--- config.mk ---
export PLATFORM = sky130hd
export DESIGN_NAME = uart_tx_scheduler
export DESIGN_NICKNAME = d
export VERILOG_FILES = /design/src/rtl/uart_tx_scheduler_pkg.sv /design/src/rtl/uart_tx_scheduler_rr_priority_encoder.sv /design/src/rtl/uart_tx_scheduler.sv
export SDC_FILE = /design/constraint.sdc
export NUM_CORES = 1
export LEC_CHECK = 0
export BUFFER_PORTS_ARGS = -buffer_cell sky130_fd_sc_hd__clkbuf_2
export CAP_MARGIN = 20
export CORE_MARGIN = 2
export CORE_UTILIZATION = 45
export DETAILED_ROUTE_END_ITERATION = 10
export PLACE_DENSITY = 0.7
export SYNTH_ARGS = -nofsm -noshare
export SYNTH_HDL_FRONTEND = slang
export SYNTH_HIERARCHICAL = 1
export SYNTH_SLANG_ARGS = --single-unit
--- constraint.sdc ---
create_clock -name clk -period 3.8 [get_ports clk]
set_clock_uncertainty 0.1 [all_clocks]
set_input_delay 0.38 -clock clk [delete_from_list [all_inputs] [get_ports clk]]
set_output_delay 0.38 -clock clk [all_outputs]
set_load 0.02 [all_outputs]
--- src/rtl/uart_tx_scheduler_pkg.sv ---
`default_nettype none
// ============================================================================
// uart_tx_scheduler_pkg : shared types and helpers for the UART TX scheduler
// Rev 1.0
// ============================================================================
package uart_tx_scheduler_pkg;

  // Smallest w with 2**w >= value; constant-evaluable for port widths.
  function automatic int CeilLog2(input int value);
    int result;
    result = 0;
    for (int i = 0; i < 31; i++) begin
      if ((1 << i) < value) result = i + 1;
    end
    return result;
  endfunction

  typedef enum logic [1:0] {
    IDLE      = 2'd0,
    SEND      = 2'd1,
    WAIT_DONE = 2'd2
  } sched_state_t;

endpackage
`default_nettype wire

--- src/rtl/uart_tx_scheduler_rr_priority_encoder.sv ---
`default_nettype none
// ============================================================================
// rr_priority_encoder : round-robin pick of the first request after last_grant
// Rev 1.0
// ============================================================================
module rr_priority_encoder
  import uart_tx_scheduler_pkg::*;
#(
  parameter int NUM_REQ = 4,
  parameter int IDX_W   = CeilLog2(NUM_REQ)
) (
  input  logic [NUM_REQ-1:0] req,
  input  logic [IDX_W-1:0]   last_grant,
  output logic [IDX_W-1:0]   grant,
  output logic               any_req
);

  localparam logic [IDX_W:0]   c_num_req  = (IDX_W+1)'(NUM_REQ);
  localparam logic [IDX_W-1:0] c_last_idx = IDX_W'(NUM_REQ - 1);

  logic [IDX_W-1:0]   w_start;
  logic [NUM_REQ-1:0] w_req_rot;
  logic [IDX_W-1:0]   w_enc;
  logic [IDX_W:0]     w_sum;

  always_comb begin
    // Explicit wrap keeps the rotation correct when NUM_REQ is not a power of two.
    w_start   = (last_grant == c_last_idx) ? '0 : last_grant + 1'b1;
    w_req_rot = NUM_REQ'({req, req} >> w_start);
    w_enc     = '0;
    for (int i = NUM_REQ - 1; i >= 0; i--) begin
      if (w_req_rot[i]) w_enc = IDX_W'(i);
    end
    w_sum = {1'b0, w_enc} + {1'b0, w_start};
    if (w_sum >= c_num_req) w_sum = w_sum - c_num_req;
    grant   = w_sum[IDX_W-1:0];
    any_req = |req;
  end

endmodule
`default_nettype wire

--- src/rtl/uart_tx_scheduler.sv ---
`default_nettype none
// ============================================================================
// uart_tx_scheduler : round-robin sharing of one UART TX serializer
// Rev 1.0
// ============================================================================
module uart_tx_scheduler
  import uart_tx_scheduler_pkg::*;
#(
  parameter int NUM_REQ        = 4,
  parameter int WORD_LENGHT    = 8,
  parameter int TIMEOUT_CYCLES = 65535
) (
  input  logic                           clk,
  input  logic                           rst,
  input  logic [NUM_REQ-1:0]             req,
  input  logic [NUM_REQ*WORD_LENGHT-1:0] req_data,
  output logic [NUM_REQ-1:0]             ack,
  output logic [WORD_LENGHT-1:0]         tx_data,
  output logic                           tx_send,
  input  logic                           tx_done,
  output logic [CeilLog2(NUM_REQ)-1:0]   grant_id,
  output logic                           sched_busy,
  output logic                           timeout_err
);

  localparam int IDX_W = CeilLog2(NUM_REQ);
  localparam int CNT_W = CeilLog2(TIMEOUT_CYCLES + 1);
  localparam logic [CNT_W-1:0] c_cnt_expire = CNT_W'(TIMEOUT_CYCLES - 1);
  localparam logic [IDX_W-1:0] c_last_idx   = IDX_W'(NUM_REQ - 1);

  sched_state_t           state_q,       state_d;
  logic [NUM_REQ-1:0]     ack_q,         ack_d;
  logic [WORD_LENGHT-1:0] tx_data_q,     tx_data_d;
  logic                   tx_send_q,     tx_send_d;
  logic [IDX_W-1:0]       grant_id_q,    grant_id_d;
  logic                   sched_busy_q,  sched_busy_d;
  logic                   timeout_err_q, timeout_err_d;
  logic [IDX_W-1:0]       last_grant_q,  last_grant_d;
  logic [CNT_W-1:0]       cnt_q,         cnt_d;

  logic [IDX_W-1:0]       w_grant;
  logic                   w_any_req;

  rr_priority_encoder #(
    .NUM_REQ (NUM_REQ),
    .IDX_W   (IDX_W)
  ) u_rr_priority_encoder (
    .req        (req),
    .last_grant (last_grant_q),
    .grant      (w_grant),
    .any_req    (w_any_req)
  );

  always_comb begin
    state_d       = state_q;
    ack_d         = '0;
    tx_data_d     = tx_data_q;
    tx_send_d     = 1'b0;
    grant_id_d    = grant_id_q;
    timeout_err_d = 1'b0;
    last_grant_d  = last_grant_q;
    cnt_d         = cnt_q;

    case (state_q)
      IDLE: begin
        // Arbitration is held off while ack is visible, giving the acked
        // requester a cycle to drop or re-present its request.
        if (w_any_req && (ack_q == '0)) begin
          state_d    = SEND;
          tx_send_d  = 1'b1;
          grant_id_d = w_grant;
          tx_data_d  = req_data[int'(w_grant)*WORD_LENGHT +: WORD_LENGHT];
        end
      end
      SEND: begin
        state_d = WAIT_DONE;
        cnt_d   = '0;
      end
      WAIT_DONE: begin
        cnt_d = cnt_q + 1'b1;
        if (tx_done) begin
          ack_d        = NUM_REQ'(1) << grant_id_q;
          last_grant_d = grant_id_q;
          state_d      = IDLE;
        end else if (cnt_q == c_cnt_expire) begin
          timeout_err_d = 1'b1;
          last_grant_d  = grant_id_q;
          state_d       = IDLE;
        end
      end
      default: state_d = IDLE;
    endcase

    sched_busy_d = (state_d != IDLE);
  end

  always_ff @(posedge clk) begin
    if (rst) begin
      state_q       <= IDLE;
      ack_q         <= '0;
      tx_data_q     <= '0;
      tx_send_q     <= 1'b0;
      grant_id_q    <= '0;
      sched_busy_q  <= 1'b0;
      timeout_err_q <= 1'b0;
      last_grant_q  <= c_last_idx;
      cnt_q         <= '0;
    end else begin
      state_q       <= state_d;
      ack_q         <= ack_d;
      tx_data_q     <= tx_data_d;
      tx_send_q     <= tx_send_d;
      grant_id_q    <= grant_id_d;
      sched_busy_q  <= sched_busy_d;
      timeout_err_q <= timeout_err_d;
      last_grant_q  <= last_grant_d;
      cnt_q         <= cnt_d;
    end
  end

  assign ack         = ack_q;
  assign tx_data     = tx_data_q;
  assign tx_send     = tx_send_q;
  assign grant_id    = grant_id_q;
  assign sched_busy  = sched_busy_q;
  assign timeout_err = timeout_err_q;

endmodule
`default_nettype wire

==> flow_metrics.env <==
export IMPL_grt_max_degree=18
export IMPL_cp_end_kind="register"
export IMPL_p_leak_nw=0.998
export IMPL_yosysTopAreaCell="dfxtp_1"
export IMPL_rsz0062_at_grt="false"
export IMPL_routed_wl_um=3710
export IMPL_cts_buffer_depth=2
export IMPL_crit_chain="ha_1 > o21a_1 > o21ai_0 > o221a_2 > mux4_2 > mux2i_1 > nor2_1"
export IMPL_ys_ff_latch=37
export IMPL_numCtsBuffers=5
export IMPL_layout_drive_gt1_share_pct=31.6
export IMPL_crit_type="reg -> reg"
export IMPL_die_width_um=68.2
export IMPL_synth_common_cells="dfxtp_1 (37), nor2_1 (29), nand2_1 (13)"
export IMPL_n_antenna_cell=0
export IMPL_worst_slew_pin_slew_ns=0.927
export IMPL_layout_min_cycle_time_ns=2.38
export IMPL_critPathLaunchType="register"
export IMPL_worstRegToRegCells=7
export IMPL_ys_flop_type="dfxtp_1"
export IMPL_min_period_over_period_pct=62.7
export IMPL_max_slew_margin_pct=37.8
export IMPL_slew_violations=0
export IMPL_drt_vias_per_instance=5.28
export IMPL_clk_latency_ns=0.30
export IMPL_syn_nets=237
export IMPL_cts_tree="done"
export IMPL_ctsHoldBuffers=0
export IMPL_path_max_fanout=9
export IMPL_synth_top_area_share_pct=40.0
export IMPL_fp_dieH_um=68.2
export IMPL_fin_area_um2=2270
export IMPL_cp_arrival_ns=2.46
export IMPL_required_ns=3.88
export IMPL_ys_warn_count=6
export IMPL_die_area_um2=4640
export IMPL_final_nets=292
export IMPL_min_path_type="in -> reg"
export IMPL_max_stage_delay_ns=0.55
export IMPL_ys_seq_area_share_pct=40.0
export IMPL_hold_violations=0
export IMPL_post_cts_resized=0
export IMPL_grt_total_usage_pct=18.0
export IMPL_ys_top_cells_by_area="dfxtp_1 (40%), mux4_2 (9.7%), nor2_1 (5.9%)"
export IMPL_drt_wirelength_per_cell_um=12.5
export IMPL_power_density_nw_per_um2=509
export IMPL_dr_total_vias=1568
export IMPL_drt_first_pass_iters=4
export IMPL_syn_avg_cell_area_um2=9.70
export IMPL_drt_initial_drc_count=94
export IMPL_clk_pin_slew_ns=0.08
export IMPL_num_rows=23
export IMPL_cts_sinks=37
export IMPL_synth_edf_count=0
export IMPL_cap_violations=0
export IMPL_hpwl_um=2800
export IMPL_grt_pass1_wl_um=6170
export IMPL_synth_area_um2=1850
export IMPL_yosysUniqueCellTypes=39
export IMPL_hold_depth=2
export IMPL_core_um2=3970
export IMPL_drc=0
export IMPL_timing_hold_ws_ns=0.260
export IMPL_cpMaxStageDelayCell="mux4_2"
export IMPL_antenna_left=0
export IMPL_gp_congestion=0.746
export IMPL_vdd_ir_drop_worst_mv=0.258
export IMPL_grt_ovfl_total=0
export IMPL_dpl_cell_area_um2=2150
export IMPL_syn_to_final_growth_pct=22.7
export IMPL_syn_inst=191
export IMPL_yosysMostFrequentCell="dfxtp_1"
export IMPL_grt_pass1_vias=1461
export IMPL_post_cts_buffers=0
export IMPL_htree_levels=2
export IMPL_setup_violations=0
export IMPL_max_freq_mhz=419
export IMPL_port_buffers=55
export IMPL_initial_utilization_pct=46.6
export IMPL_synthArstFlopShare_pct=0
export IMPL_fin_setup_tns_ns=0
export IMPL_antenna_found_initial=0
export IMPL_io_pins=56
export IMPL_status="complete, no violations"
export IMPL_ctsRootBufferMaster="clkbuf_8"
==> cell families (layout without fill, tap and decap cells) <==
| group | count (synthesis) | in the layout | synth area share, % |
|---|---|---|---|
| xor gates and xnor gates | 9 | 9 | 4.26 |
| adders and majority gates | 7 | 7 | 4.73 |
| DFF | 37 | 37 | 40.0 |
| muxes | 18 | 18 | 15.1 |
| AOI/OAI and AO/OA | 29 | 29 | 10.8 |
| buffers and inverters | 17 | 73 | 4.26 |
| and+or+nand+nor | 74 | 74 | 20.8 |
==> metal layers <==
layer	up-vias	global-route usage, %	part of all wire (%)
met2	45	30.5	49
met3	5	4.44	5.1
li1	798	-	-
met1	720	21.4	44
met4	0	8.25	2.2
met5	-	0	0
==> per-stage QoR <==
step           util, %  std cells  power, mW  setup slack, ns
2_1_floorplan        -        191      0.717             1.59
3_3_place_gp      54.2        289      0.808             1.51
3_5_place_dp      54.2        289      0.815             1.45
4_1_cts           57.2        297       1.17             1.44
5_1_grt           57.2        297       1.23             1.29
6_report          57.2        297       1.16             1.42
==> cell usage in the layout, fill, tap and decap left out, types with 2 or more instances in the layout <==
| cell type | count |
|---|---|
| o21ai_0 | 5 |
| dfxtp_1 | 37 |
| mux2i_1 | 10 |
| xor2_1 | 8 |
| o211ai_1 | 6 |
| nor3_1 | 2 |
| o21ai_1 | 2 |
| clkbuf_2 | 55 |
| o31ai_1 | 2 |
| nand4_1 | 4 |
| or4_1 | 3 |
| ha_1 | 7 |
| mux4_2 | 8 |
| nand2_1 | 13 |
| inv_1 | 9 |
| o221a_1 | 2 |
| a21oi_1 | 6 |
| and3_1 | 3 |
| nand3_1 | 4 |
| or3_1 | 3 |
| clkbuf_8 | 6 |
| nand3_2 | 2 |
| nor2_1 | 29 |
| o21a_1 | 2 |
| and4_1 | 4 |
==> worst paths after layout <==
kind	from	slack, ns	end
setup / recovery	last_grant_q[0]	1.42	tx_data[6]
hold / removal	tx_done	0.26	timeout_err
setup reg to reg	last_grant_q[0]	1.42	tx_data[6]
hold reg to reg	cnt_q[11]	0.39	cnt_q[11]
==> cell type report <==
type,instances,area [µm²]
tap,50,62.6
clock inverter,2,37.5
multi-input combinational,137,1030
inverter,9,33.8
timing repair buffer,56,283
sequential,37,741
clock buffer,6,82.6
fill,363,1700
==> state kept, by name, indices dropped and copies added (netlist names) <==
name / flops
timeout_err: 1
state_q: 2
grant_id: 2
tx_data: 8
last_grant_q: 2
tx_send: 1
sched_busy: 1
ack: 4
cnt_q: 16
==> power by group <==
group / internal (mW) / switching [mW]
Sequential: 0.430 / 0.0303
Combinational: 0.148 / 0.196
Clock: 0.213 / 0.140
==> worst max-delay path: cells and delay by family, from the launching register on <==
family	cells	cell delay [ns]
flip-flops	1	0.34
AO/OA/AOI/OAI	3	0.84
AND/OR/NAND/NOR	1	0.06
adder cells (fa/ha/maj)	1	0.23
multiplexers	2	0.70
Power figures use the tool's default switching activity.
